`src/rtl/pipe_hazard_ctrl_pkg.sv`:
```
// ---------------------------------------------------------------------------
// pipe_hazard_ctrl_pkg
//   Shared definitions for the pipeline hazard controller slice.
//   Contents:
//     - opcode constants recognised by the controller (LBH, LBL, SETF, CPLF)
//     - FSM state encoding for the stall/flush sequencer
//     - forwarding select encodings used on forward_sel
//     - width of the sequencing down-counter
// ---------------------------------------------------------------------------
package pipe_hazard_ctrl_pkg;

   // Opcode values.  They are kept as plain integers so that each user can
   // size them to its own OPC_W with a cast.  LBH/LBL are the two load forms
   // whose result arrives too late for forwarding into the next instruction.
   localparam int unsigned LBH  = 32'h04;
   localparam int unsigned LBL  = 32'h05;
   localparam int unsigned SETF = 32'h10;
   localparam int unsigned CPLF = 32'h11;

   // Sequencer states.  IDLE is the only state in which a new load-use
   // hazard is recognised; the other two replay a fixed output pattern.
   typedef enum logic [1:0] {
      ST_IDLE     = 2'd0,
      ST_LD_STALL = 2'd1,
      ST_BR_FLUSH = 2'd2
   } hz_state_e;

   // Forwarding select, two bits per source operand.
   localparam logic [1:0] FWD_NONE = 2'b00;
   localparam logic [1:0] FWD_LATE = 2'b01;
   localparam logic [1:0] FWD_WB   = 2'b10;

   // Width of the down-counter that times multi-cycle stalls and flushes.
   localparam int CNT_W = 3;

endpackage : pipe_hazard_ctrl_pkg

```
`src/rtl/pipe_hazard_ctrl_fwd_cmp.sv`:
```
// ---------------------------------------------------------------------------
// hazard_fwd_cmp
//   Per-source-operand comparator.  One instance exists for every source
//   operand of an instruction.  It produces the forwarding select for the
//   Execute-stage operand and flags whether the Decode-stage operand reads
//   the register being loaded by the instruction currently in Execute.
//
//   Ports:
//     src_e        in  RA_W  Execute-stage source address for this operand
//     src_d        in  RA_W  Decode-stage source address for this operand
//     rd_w         in  RA_W  Writeback destination address
//     reg_write_w  in  1     Writeback write enable
//     rd_l         in  RA_W  late (one cycle delayed) writeback address
//     wr_l         in  1     late (one cycle delayed) writeback enable
//     rd_e         in  RA_W  Execute-stage destination address
//     fwd_sel      out 2     forwarding select for this operand
//     ld_match     out 1     Decode operand equals Execute destination
// ---------------------------------------------------------------------------
module hazard_fwd_cmp
   import pipe_hazard_ctrl_pkg::*;
#(
   parameter int RA_W    = 3,
   parameter int R0_ZERO = 0
) (
   input  logic [RA_W-1:0] src_e,
   input  logic [RA_W-1:0] src_d,
   input  logic [RA_W-1:0] rd_w,
   input  logic            reg_write_w,
   input  logic [RA_W-1:0] rd_l,
   input  logic            wr_l,
   input  logic [RA_W-1:0] rd_e,
   output logic [1:0]      fwd_sel,
   output logic            ld_match
);

   logic e_addr_live;
   logic d_addr_live;

   // When register 0 is hard-wired to zero, an operand naming it can never
   // depend on an in-flight write, so it is excluded from every comparison.
   assign e_addr_live = !((R0_ZERO != 0) && (src_e == '0));
   assign d_addr_live = !((R0_ZERO != 0) && (src_d == '0));

   // The Writeback value is newer than the late copy, so it wins when both
   // hold the same address.
   always_comb begin
      fwd_sel = FWD_NONE;
      if (e_addr_live && reg_write_w && (rd_w == src_e)) begin
         fwd_sel = FWD_WB;
      end else if (e_addr_live && wr_l && (rd_l == src_e)) begin
         fwd_sel = FWD_LATE;
      end
   end

   assign ld_match = d_addr_live && (rd_e == src_d);

endmodule : hazard_fwd_cmp

```
`src/rtl/pipe_hazard_ctrl.sv`:
```
// ---------------------------------------------------------------------------
// pipe_hazard_ctrl
//   Hazard controller for a short in-order pipeline.  It resolves
//   read-after-write hazards by forwarding from Writeback or from a one-cycle
//   delayed copy of Writeback, stalls Fetch/Decode behind loads whose data is
//   not yet available, and flushes Fetch/Decode after a taken branch.
//
//   Ports:
//     clk           in  1             clock
//     rst           in  1             asynchronous active-high reset
//     opcode_E      in  OPC_W         opcode of the instruction in Execute
//     rd_E          in  RA_W          destination address in Execute
//     reg_write_E   in  1             Execute instruction writes rd_E
//     src_D         in  NUM_SRC*RA_W  Decode sources, source i at [i*RA_W +: RA_W]
//     src_E         in  NUM_SRC*RA_W  Execute sources, same packing
//     rd_W          in  RA_W          Writeback destination
//     reg_write_W   in  1             Writeback write enable
//     branch_taken  in  1             branch in Execute resolved taken
//     stall_F       out 1             hold Fetch
//     stall_D       out 1             hold Decode
//     flush_F       out 1             squash Fetch
//     flush_D       out 1             squash Decode
//     flush_E       out 1             insert bubble into Execute
//     forward_sel   out 2*NUM_SRC     per-source forwarding select
//     busy          out 1             a multi-cycle stall or flush is running
// ---------------------------------------------------------------------------
module pipe_hazard_ctrl
   import pipe_hazard_ctrl_pkg::*;
#(
   parameter int RA_W         = 3,
   parameter int OPC_W        = 5,
   parameter int NUM_SRC      = 2,
   parameter int LD_STALL_CYC = 1,
   parameter int BR_FLUSH_CYC = 2,
   parameter int R0_ZERO      = 0
) (
   input  logic                    clk,
   input  logic                    rst,
   input  logic [OPC_W-1:0]        opcode_E,
   input  logic [RA_W-1:0]         rd_E,
   input  logic                    reg_write_E,
   input  logic [NUM_SRC*RA_W-1:0] src_D,
   input  logic [NUM_SRC*RA_W-1:0] src_E,
   input  logic [RA_W-1:0]         rd_W,
   input  logic                    reg_write_W,
   input  logic                    branch_taken,
   output logic                    stall_F,
   output logic                    stall_D,
   output logic                    flush_F,
   output logic                    flush_D,
   output logic                    flush_E,
   output logic [2*NUM_SRC-1:0]    forward_sel,
   output logic                    busy
);

   // Counter reload values.  The cycle in which the condition is detected is
   // the first cycle of the sequence, so the counter only covers the
   // remaining cycles and counts down to zero inclusive.
   localparam logic [CNT_W-1:0] LD_RELOAD =
      (LD_STALL_CYC > 1) ? CNT_W'(LD_STALL_CYC - 2) : '0;
   localparam logic [CNT_W-1:0] BR_RELOAD =
      (BR_FLUSH_CYC > 1) ? CNT_W'(BR_FLUSH_CYC - 2) : '0;

   hz_state_e         state_q, state_d;
   logic [CNT_W-1:0]  cnt_q, cnt_d;
   logic [RA_W-1:0]   rd_l_q, rd_l_d;
   logic              wr_l_q, wr_l_d;

   logic [NUM_SRC-1:0]   src_hit;
   logic [2*NUM_SRC-1:0] fwd_c;
   logic                 is_load;
   logic                 e_dst_live;
   logic                 ld_haz;
   logic                 stall_c;
   logic                 flush_fd_c;
   logic                 flush_e_c;

   // One comparator per source operand handles both the forwarding select
   // for Execute and the load-use match for Decode.
   for (genvar i = 0; i < NUM_SRC; i++) begin : g_src
      hazard_fwd_cmp #(
         .RA_W    (RA_W),
         .R0_ZERO (R0_ZERO)
      ) u_cmp (
         .src_e       (src_E[i*RA_W +: RA_W]),
         .src_d       (src_D[i*RA_W +: RA_W]),
         .rd_w        (rd_W),
         .reg_write_w (reg_write_W),
         .rd_l        (rd_l_q),
         .wr_l        (wr_l_q),
         .rd_e        (rd_E),
         .fwd_sel     (fwd_c[2*i +: 2]),
         .ld_match    (src_hit[i])
      );
   end

   // A load-use hazard exists when a load in Execute writes a register that
   // the instruction in Decode reads.  A load targeting the hard-wired zero
   // register writes nothing, so it never causes a stall.
   assign is_load    = (opcode_E == OPC_W'(LBH)) || (opcode_E == OPC_W'(LBL));
   assign e_dst_live = !((R0_ZERO != 0) && (rd_E == '0));
   assign ld_haz     = is_load && reg_write_E && e_dst_live && (|src_hit);

   // The late copy simply trails Writeback by one cycle so that a consumer
   // reaching Execute one cycle after the producer retired still sees it.
   always_comb begin
      rd_l_d = rd_W;
      wr_l_d = reg_write_W;
   end

   // Sequencer next-state and output decode.  A taken branch has priority
   // over everything: it aborts a running load stall and restarts a running
   // flush.  New load hazards are only honoured from IDLE because a stall or
   // flush already in progress has frozen or squashed the Decode instruction.
   always_comb begin
      state_d    = state_q;
      cnt_d      = cnt_q;
      stall_c    = 1'b0;
      flush_fd_c = 1'b0;
      flush_e_c  = 1'b0;

      if (branch_taken) begin
         flush_fd_c = 1'b1;
         if (BR_FLUSH_CYC > 1) begin
            state_d = ST_BR_FLUSH;
            cnt_d   = BR_RELOAD;
         end else begin
            state_d = ST_IDLE;
            cnt_d   = '0;
         end
      end else begin
         case (state_q)
            ST_IDLE: begin
               if (ld_haz) begin
                  stall_c   = 1'b1;
                  flush_e_c = 1'b1;
                  if (LD_STALL_CYC > 1) begin
                     state_d = ST_LD_STALL;
                     cnt_d   = LD_RELOAD;
                  end
               end
            end
            ST_LD_STALL: begin
               stall_c   = 1'b1;
               flush_e_c = 1'b1;
               if (cnt_q == '0) begin
                  state_d = ST_IDLE;
               end else begin
                  cnt_d = cnt_q - 1'b1;
               end
            end
            ST_BR_FLUSH: begin
               flush_fd_c = 1'b1;
               if (cnt_q == '0) begin
                  state_d = ST_IDLE;
               end else begin
                  cnt_d = cnt_q - 1'b1;
               end
            end
            default: begin
               state_d = ST_IDLE;
               cnt_d   = '0;
            end
         endcase
      end
   end

   // State, counter and late-writeback copy.  Reset abandons any running
   // sequence so the first cycle after release is a plain IDLE cycle.
   always_ff @(posedge clk or posedge rst) begin
      if (rst) begin
         state_q <= ST_IDLE;
         cnt_q   <= '0;
         rd_l_q  <= '0;
         wr_l_q  <= 1'b0;
      end else begin
         state_q <= state_d;
         cnt_q   <= cnt_d;
         rd_l_q  <= rd_l_d;
         wr_l_q  <= wr_l_d;
      end
   end

   // Outputs follow the current cycle's inputs so that a hazard is acted on
   // in the cycle it is seen.  Reset masks them directly because the
   // forwarding path depends on live Writeback inputs, not only on flops.
   assign stall_F     = stall_c    & ~rst;
   assign stall_D     = stall_c    & ~rst;
   assign flush_F     = flush_fd_c & ~rst;
   assign flush_D     = flush_fd_c & ~rst;
   assign flush_E     = flush_e_c  & ~rst;
   assign forward_sel = rst ? '0 : fwd_c;
   assign busy        = (state_q != ST_IDLE) & ~rst;

endmodule : pipe_hazard_ctrl

```
`config.mk`:
```
export PLATFORM = sky130hd
export DESIGN_NAME = pipe_hazard_ctrl
export DESIGN_NICKNAME = d
export VERILOG_FILES = /design/src/rtl/pipe_hazard_ctrl_pkg.sv /design/src/rtl/pipe_hazard_ctrl_fwd_cmp.sv /design/src/rtl/pipe_hazard_ctrl.sv
export SDC_FILE = /design/constraint.sdc
export NUM_CORES = 1
export LEC_CHECK = 0
export ABC_AREA = 1
export BUFFER_PORTS_ARGS = -buffer_cell sky130_fd_sc_hd__buf_4
export CORE_MARGIN = 1.5
export CORE_UTILIZATION = 42
export DETAILED_ROUTE_END_ITERATION = 10
export PLACE_DENSITY = 0.77
export SETUP_SLACK_MARGIN = 0.5
export SYNTH_ARGS = -nofsm -noshare
export SYNTH_HDL_FRONTEND = slang
export SYNTH_SLANG_ARGS = --single-unit
export TNS_END_PERCENT = 1
```
`constraint.sdc`:
```
create_clock -name clk -period 1.45 [get_ports clk]
set_clock_uncertainty 0.15 [all_clocks]
set_input_delay 0.145 -clock clk [delete_from_list [all_inputs] [get_ports clk]]
set_output_delay 0.145 -clock clk [all_outputs]
set_load 0.1 [all_outputs]
```
==> reports/results.ini, run 1 <==
[logic_synthesis]
synthesis.area_um2=676
mappedNetlistNets=136
syn_area_per_cell_um2=6.37
synth_seq_cells=8
post-synth-top-count-cell=nand2_1
seq_area_frac_synth_pct=29.6
yosysTopAreaCellShare_pct=29.6
synth_commonest_cells=nand2_1, inv_1, dfrtp_1, nor2_1, nand3_1
synth_edf_count=0
synth_cell_type_count=19
yosys_warnings=0
synthCells=106
ys_async_sr_fraction_pct=100
yosysTopAreaCell=dfrtp_1
ys.flop_type=dfrtp_1
synth_area_leaders=dfrtp_1, nand2_1, inv_1, xnor2_1, nand3_1

[cts]
cts.sinks=8
htreeDepth=1
post_cts_buffers=0
clock_latency_ns=0.26
cts_buffers=3
cts_tree=done
root_buffer=clkbuf_4
clock_path_buffers=2
clk_pin_slew_worst_paths_ns=0.06

[routing]
post-route-drc-count=0
vias_per_cell=5.02
first_pass_iters=4
drtIter0Drc=30
drt-wirelength-per-cell_um=13.9
wirelength_um=2310
vias=838
postRouteAntennaNets=0

[outcome]
violations=negative setup slack
status=finished, violations left

[timing]
post-route-period-util_pct=119
setup_ws_ns=-0.273
setup_viol=7
setup_tns_ns=-1.32
slew_violations=0
worstMarginPinSlew_ns=0.218
hold_viol=0
period_needed_ns=1.72
rsz0062_at_grt=true
max_freq_mhz=581
slew-limit-headroom_pct=85.4

[placed_design]
gp_congestion=0.815
hpwl_um=1380
port_buffers=36

[worst_hold_path]
hold_class=input port to flop
worstHoldStart=branch_taken

[worst_setup_path]
required_ns=1.15
cp-start-kind=flop
startpoint=state_q[1]
crit_type=flop to output pin
reg2reg_from=cnt_q[0]
worst_ep_arrival_time_ns=1.43
critPathMaxFanout=3
end_kind=output pin

[die]
core_mm2=0.00151
io_pins=38
rows=14
die_h_um=43.1
die_w_um=43.1
start_util_pct=44.9
dieArea_mm2=0.00186

[cells_and_area]
drive_above_1_share_pct=55.6
antenna_cells=0
final-seq-area_um2=200
area_growth_pct=93.9
n_fill_cell=80
final_nets=183
fin_util_pct=87.0
multi_input_area_um2=537

[grt]
grt_overflow_total=0
grt_pass1_wl_um=3360
use_met2_pct=45.1
grtUsageMet3_pct=3.83
grt_max_degree=9
grt_pass1_vias=824
grt_antenna_before_repair=0
busiest_layer=met2
grt_use_met1_pct=27.8
grt_usage_pct=24.2

[power]
power.leakage_nw=0.665
ir_drop_mv=0.656
power.density_mw_per_mm2=550

[flow_run]
max-cap-violations=0

-- worst paths after layout --
path	to	slack (ns)	depth (start not counted)
worst max-delay path	flush_E	-0.27	6
worst min-delay path	cnt_q[2]	0.04	4
worst max register to register	cnt_q[1]	0.24	5
worst min register to register	cnt_q[0]	0.38	1
max in group asynchronous	cnt_q[0]	0.69	4
min in group asynchronous	wr_l_q	0.32	4
-- critical path, stage by stage (launching register included) --
cell     delay (ns)
dfrtp_1        0.39
inv_2          0.07
nand2_2        0.06
nor3_2         0.11
nand2_1        0.11
a21oi_4        0.18
buf_6          0.25
-- per-layer routing --
layer | wire (µm) | up-vias
met2 | 1280 | 25
li1 | - | 411
met4 | 40 | 0
met5 | 0 | -
met3 | 112 | 4
met1 | 882 | 398
-- cells in the final DEF (no fill, tap or decap) --
cell / instances
buf_4: 25
nand2_1: 24
inv_1: 12
buf_6: 10
inv_2: 9
nand2_2: 9
dfrtp_1: 8
nor2_1: 5
dlygate4sd3_1: 5
nand3_1: 4
buf_12: 4
xnor2_1: 3
nor2_2: 3
nor3_2: 3
clkbuf_4: 3
nand2_4: 2
nand3_2: 2
nand3_4: 2
xor2_1: 2
a21oi_4: 2
xnor2_4: 1
a21boi_2: 1
inv_4: 1
or2_0: 1
a21oi_2: 1
nand4_1: 1
nor3_1: 1
o21ai_2: 1
xnor2_2: 1
o22ai_1: 1
o22ai_2: 1
ha_4: 1
ha_2: 1
buf_8: 1
-- final cells by class --
cell class	count	area share, %
clock buffers	3	1.72
repair buffers	45	34.0
inverters	22	6.49
multi-input cells	73	41.0
flip-flops and latches	8	15.3
well taps	16	1.53
-- stage by stage --
stage	instances	hold WS, ns	power, W	cell area (µm²)	worst slack [ns]
4_1_cts	167	0.0473	0.000690	1220	-0.240
3_3_place_gp	159	0.0570	0.000477	1020	0.0343
5_1_grt	167	0.0752	0.000755	1310	-0.337
2_1_floorplan	106	-0.224	0.000380	743	-0.456
3_5_place_dp	159	0.0547	0.000482	1020	0.00661
6_report	167	0.0387	0.000721	1310	-0.273
-- kinds of logic (layout without fill, tap and decap cells) --
kind of cell	count (synthesis)	in the layout	share of synthesized area (%)
xor+xnor	7	7	9.07
simple gates	57	57	36.1
flops	8	8	29.6
buf+inv	25	70	15.6
compound gates	7	7	5.92
fa+ha+maj	2	2	3.70
-- state kept, by name, indices dropped and copies added (netlist names) --
signal	count
cnt_q	3
state_q	1
rd_l_q	3
wr_l_q	1
-- repair_timing --
item | in CTS | in global routing
endpoints found under the hold margin | 12 | 0
pin swaps | 19 | 17
setup endpoints to repair | 14 | 14
hold buffers | 5 | 0
resized for setup | 39 | 19
-- report_power, final --
group,internal [W],total [W],switching (W)
Clock,0.0000952,0.000177,0.0000822
Combinational,0.000137,0.000308,0.000171
Sequential,0.000231,0.000236,0.00000503
(Power assumes the default switching activity.)
==> run 2: changes to the inputs <==
--- a/config.mk
+++ b/config.mk
@@ -8,11 +8,13 @@
 export ABC_AREA = 1
 export BUFFER_PORTS_ARGS = -buffer_cell sky130_fd_sc_hd__buf_4
 export CORE_MARGIN = 1.5
-export CORE_UTILIZATION = 42
+export CORE_UTILIZATION = 45
 export DETAILED_ROUTE_END_ITERATION = 10
-export PLACE_DENSITY = 0.77
-export SETUP_SLACK_MARGIN = 0.5
+export PLACE_DENSITY = 0.79
+export SETUP_SLACK_MARGIN = 0.1
+export SLEW_MARGIN = 15
 export SYNTH_ARGS = -nofsm -noshare
 export SYNTH_HDL_FRONTEND = slang
+export SYNTH_HIERARCHICAL = 1
 export SYNTH_SLANG_ARGS = --single-unit
 export TNS_END_PERCENT = 1
==> reports/results.ini, run 2 <==
[outcome]
status=finished, violations left
violations=design-rule violations, negative setup slack

[cts]
clock_latency_ns=0.25  ; about the same
cts_buffers=3  ; unchanged
clock_path_buffers=2  ; unchanged
htreeDepth=1  ; unchanged
root_buffer=clkbuf_4
cts.sinks=8  ; unchanged
clk_pin_slew_worst_paths_ns=0.05  ; about the same
cts_tree=done

[worst_setup_path]
r2r-end=cnt_q[0]
reg2reg_from=cnt_q[0]
critPathCapture=forward_sel[0]
reg2reg_depth=6  ; +1
startpoint=rd_l_q[0]
cp-start-kind=flop
end_kind=output pin
rrSetupSlack_ns=0.27  ; +0.03 ns
critPathMaxFanout=4  ; +1
worst_ep_arrival_time_ns=1.39  ; -0.04 ns
crit_type=flop to output pin
required_ns=1.15  ; about the same

[cells_and_area]
final_common_cell=nand2_1
n_fill_cell=110  ; +38%
area_growth_pct=63.0
top_regs=cnt_q (3), rd_l_q (3)
final-seq-area_um2=200  ; unchanged
instances_no_fill=190  ; +14%
drive_above_1_share_pct=37.9  ; -18 points
antenna_cells=0  ; unchanged
multi_input_area_um2=469  ; -13%
final_nets=206  ; +13%
final_cell_mix=nand2_1, buf_4, inv_1

[worst_hold_path]
hold_class=input port to flop
min_delay_path_depth=3  ; -1

[die]
core_mm2=0.00156  ; +3.5%
dieArea_mm2=0.00197  ; +6.0%
start_util_pct=49.4  ; +4.6 points
die_h_um=44.4  ; +3.0%
die_w_um=44.4  ; +3.0%
io_pins=38  ; unchanged
rows=14  ; unchanged

[timing]
post-route-period-util_pct=116  ; -2.6 points
slew_violations=0  ; unchanged
rsz0062_at_grt=true
setup_viol=6  ; -1
hold_viol=0  ; unchanged
worstMarginPinSlew_ns=0.303  ; +0.0848 ns
setup_ws_ns=-0.236  ; +0.0370 ns
period_needed_ns=1.69  ; -0.0370 ns
max_freq_mhz=593  ; +2.2%
setup_tns_ns=-0.698  ; +0.618 ns
slew-limit-headroom_pct=79.8  ; -5.6 points

[power]
ir_drop_mv=0.648  ; -1.2%
pwr-share-seq_pct=34.1  ; +1.4 points
finalPower_w=0.000695  ; -3.7%
swShare_pct=35.3  ; -0.51 points
power.leakage_nw=0.709  ; +6.6%
comb_power_share_pct=41.5  ; -1.2 points
p_clk_share_pct=24.4  ; -0.2 points
power.internal_w=0.000449  ; -2.9%
p_sw_w=0.000245  ; -5.1%
power.density_mw_per_mm2=553  ; +0.44%

[placed_design]
port_buffers=36  ; unchanged
gp_congestion=0.696  ; -15%
hpwl_um=1500  ; +8.7%
dp_cells=182  ; +14%
pre_cts_slack_ns=-0.0807  ; -0.0873 ns

[logic_synthesis]
post-synth-top-count-cell=nand2_1
synth-adder-area-share_pct=3.25  ; -0.46 points
synth_xor_area_share_pct=6.82  ; -2.3 points
yosysTopAreaCellShare_pct=26.0  ; -3.7 points
seq_area_frac_synth_pct=26.0  ; -3.7 points
synth_edf_count=0  ; unchanged
mappedNetlistNets=162  ; +19%
yosysTopAreaCell=dfrtp_1
synth_commonest_cells=nand2_1, inv_1, nor2_1
synth_top_family_by_area=simple AND/OR/NAND/NOR gates
synth_seq_cells=8  ; unchanged
yosys_warnings=6  ; +6
synth-compound-area-share_pct=2.27  ; -3.7 points
syn_area_per_cell_um2=5.84  ; -8.4%
synthCells=132  ; +25%
synth_mux_area_share_pct=0  ; unchanged
ys.flop_type=dfrtp_1
yosys.area_share.simple_pct=42.0  ; +5.9 points
ys_async_sr_fraction_pct=100  ; unchanged
synth_cell_type_count=16  ; -3
synthesis.area_um2=771  ; +14%
synth_area_leaders=dfrtp_1, nand2_1, inv_1, nor2_1, xor2_1

[routing]
first_pass_iters=7  ; +3
drt-wirelength-per-cell_um=10.3  ; -25%
drtIter0Drc=23  ; -23%
postRouteAntennaNets=0  ; unchanged
post-route-drc-count=6  ; +6
vias=874  ; +4.3%
wirelength_um=1960  ; -15%
vias_per_cell=4.60  ; -8.3%

[grt]
grt_pass1_wl_um=3460  ; +2.9%
grt_usage_pct=24.0  ; -0.19 points
grt_antenna_before_repair=0  ; unchanged
grt_pass1_vias=882  ; +7.0%
grt_max_degree=9  ; unchanged
grt_overflow_total=0  ; unchanged

[flow_run]
max-cap-violations=0  ; unchanged

[run 2: changes by cell type after synthesis, moves of 2 or more]
cell,previous run,this run
a21oi_1,3,0
a21oi_2,0,2
inv_1,19,31
nand2_1,35,43
nor2_1,8,16
nor2_2,0,6
o22ai_1,2,0
xnor2_1,5,0
xor2_1,2,6
[run 2: how the worst min path moves through the flow]
stage / to / slack, ns / from
3_3_place_gp: wr_l_q / 0.03 / rst
4_1_cts: state_q[1] / 0.04 / branch_taken
5_1_grt: state_q[1] / 0.06 / branch_taken
2_1_floorplan: cnt_q[0] / 0.03 / rst
6_report: state_q[1] / 0.05 / branch_taken
3_5_place_dp: wr_l_q / 0.05 / rst
[run 2: metal layers]
metal	GRT usage, %	vias to the layer above	share of wire (%)
li1	-	460	-
met1	25.5	379	39
met2	46.5	35	52
met3	5.31	0	9.2
met4	7.27	0	0
met5	0	-	0
[run 2: worst max-delay path, cell delays in order, from the launching register on]
cell	delay (ns)
dfrtp_1	0.38
inv_1	0.05
nand2_1	0.06
nand2_1	0.06
nor2_2	0.10
nand2_1	0.05
nor2_1	0.09
inv_1	0.07
nor2_4	0.10
buf_12	0.18
[run 2: repair_timing]
| item | 4_1_cts | 5_1_grt |
|---|---|---|
| hold endpoints to repair | 12 | 0 |
| endpoints found under the setup margin | 8 | 10 |
| pin swaps | 0 | 10 |
| hold buffers | 5 | 0 |
| resized for setup | 14 | 11 |
| setup buffers | 0 | 0 |
[run 2: layout make-up]
type / count / share of cell area (%)
clock buffers: 3 / 1.79
well taps: 16 / 1.59
inverters: 33 / 9.86
multi-input cells: 87 / 37.4
repair buffers: 43 / 33.5
flip-flops and latches: 8 / 15.9
[run 2: logic make-up after synthesis]
group | count (synthesis)
xor+xnor | 6
compound gates | 2
simple gates | 77
flops | 8
fa+ha+maj | 2
buf+inv | 37
[run 2: stage by stage]
stage	hold slack (ns)	instance area (µm²)	util, %
2_1_floorplan	0.0264	846	-
3_3_place_gp	0.0340	1100	70.5
3_5_place_dp	0.0477	1100	70.5
4_1_cts	0.0411	1230	78.7
5_1_grt	0.0649	1260	80.6
6_report	0.0465	1260	80.6
[run 2: power by group through the flow]
stage / sequential (W) / clock, W / combinational, W
2_1_floorplan: 0.000240 / 0 / 0.000157
3_3_place_gp: 0.000240 / 0 / 0.000248
3_5_place_dp: 0.000240 / 0 / 0.000255
4_1_cts: 0.000236 / 0.000177 / 0.000278
5_1_grt: 0.000238 / 0.000192 / 0.000314
6_report: 0.000237 / 0.000170 / 0.000288
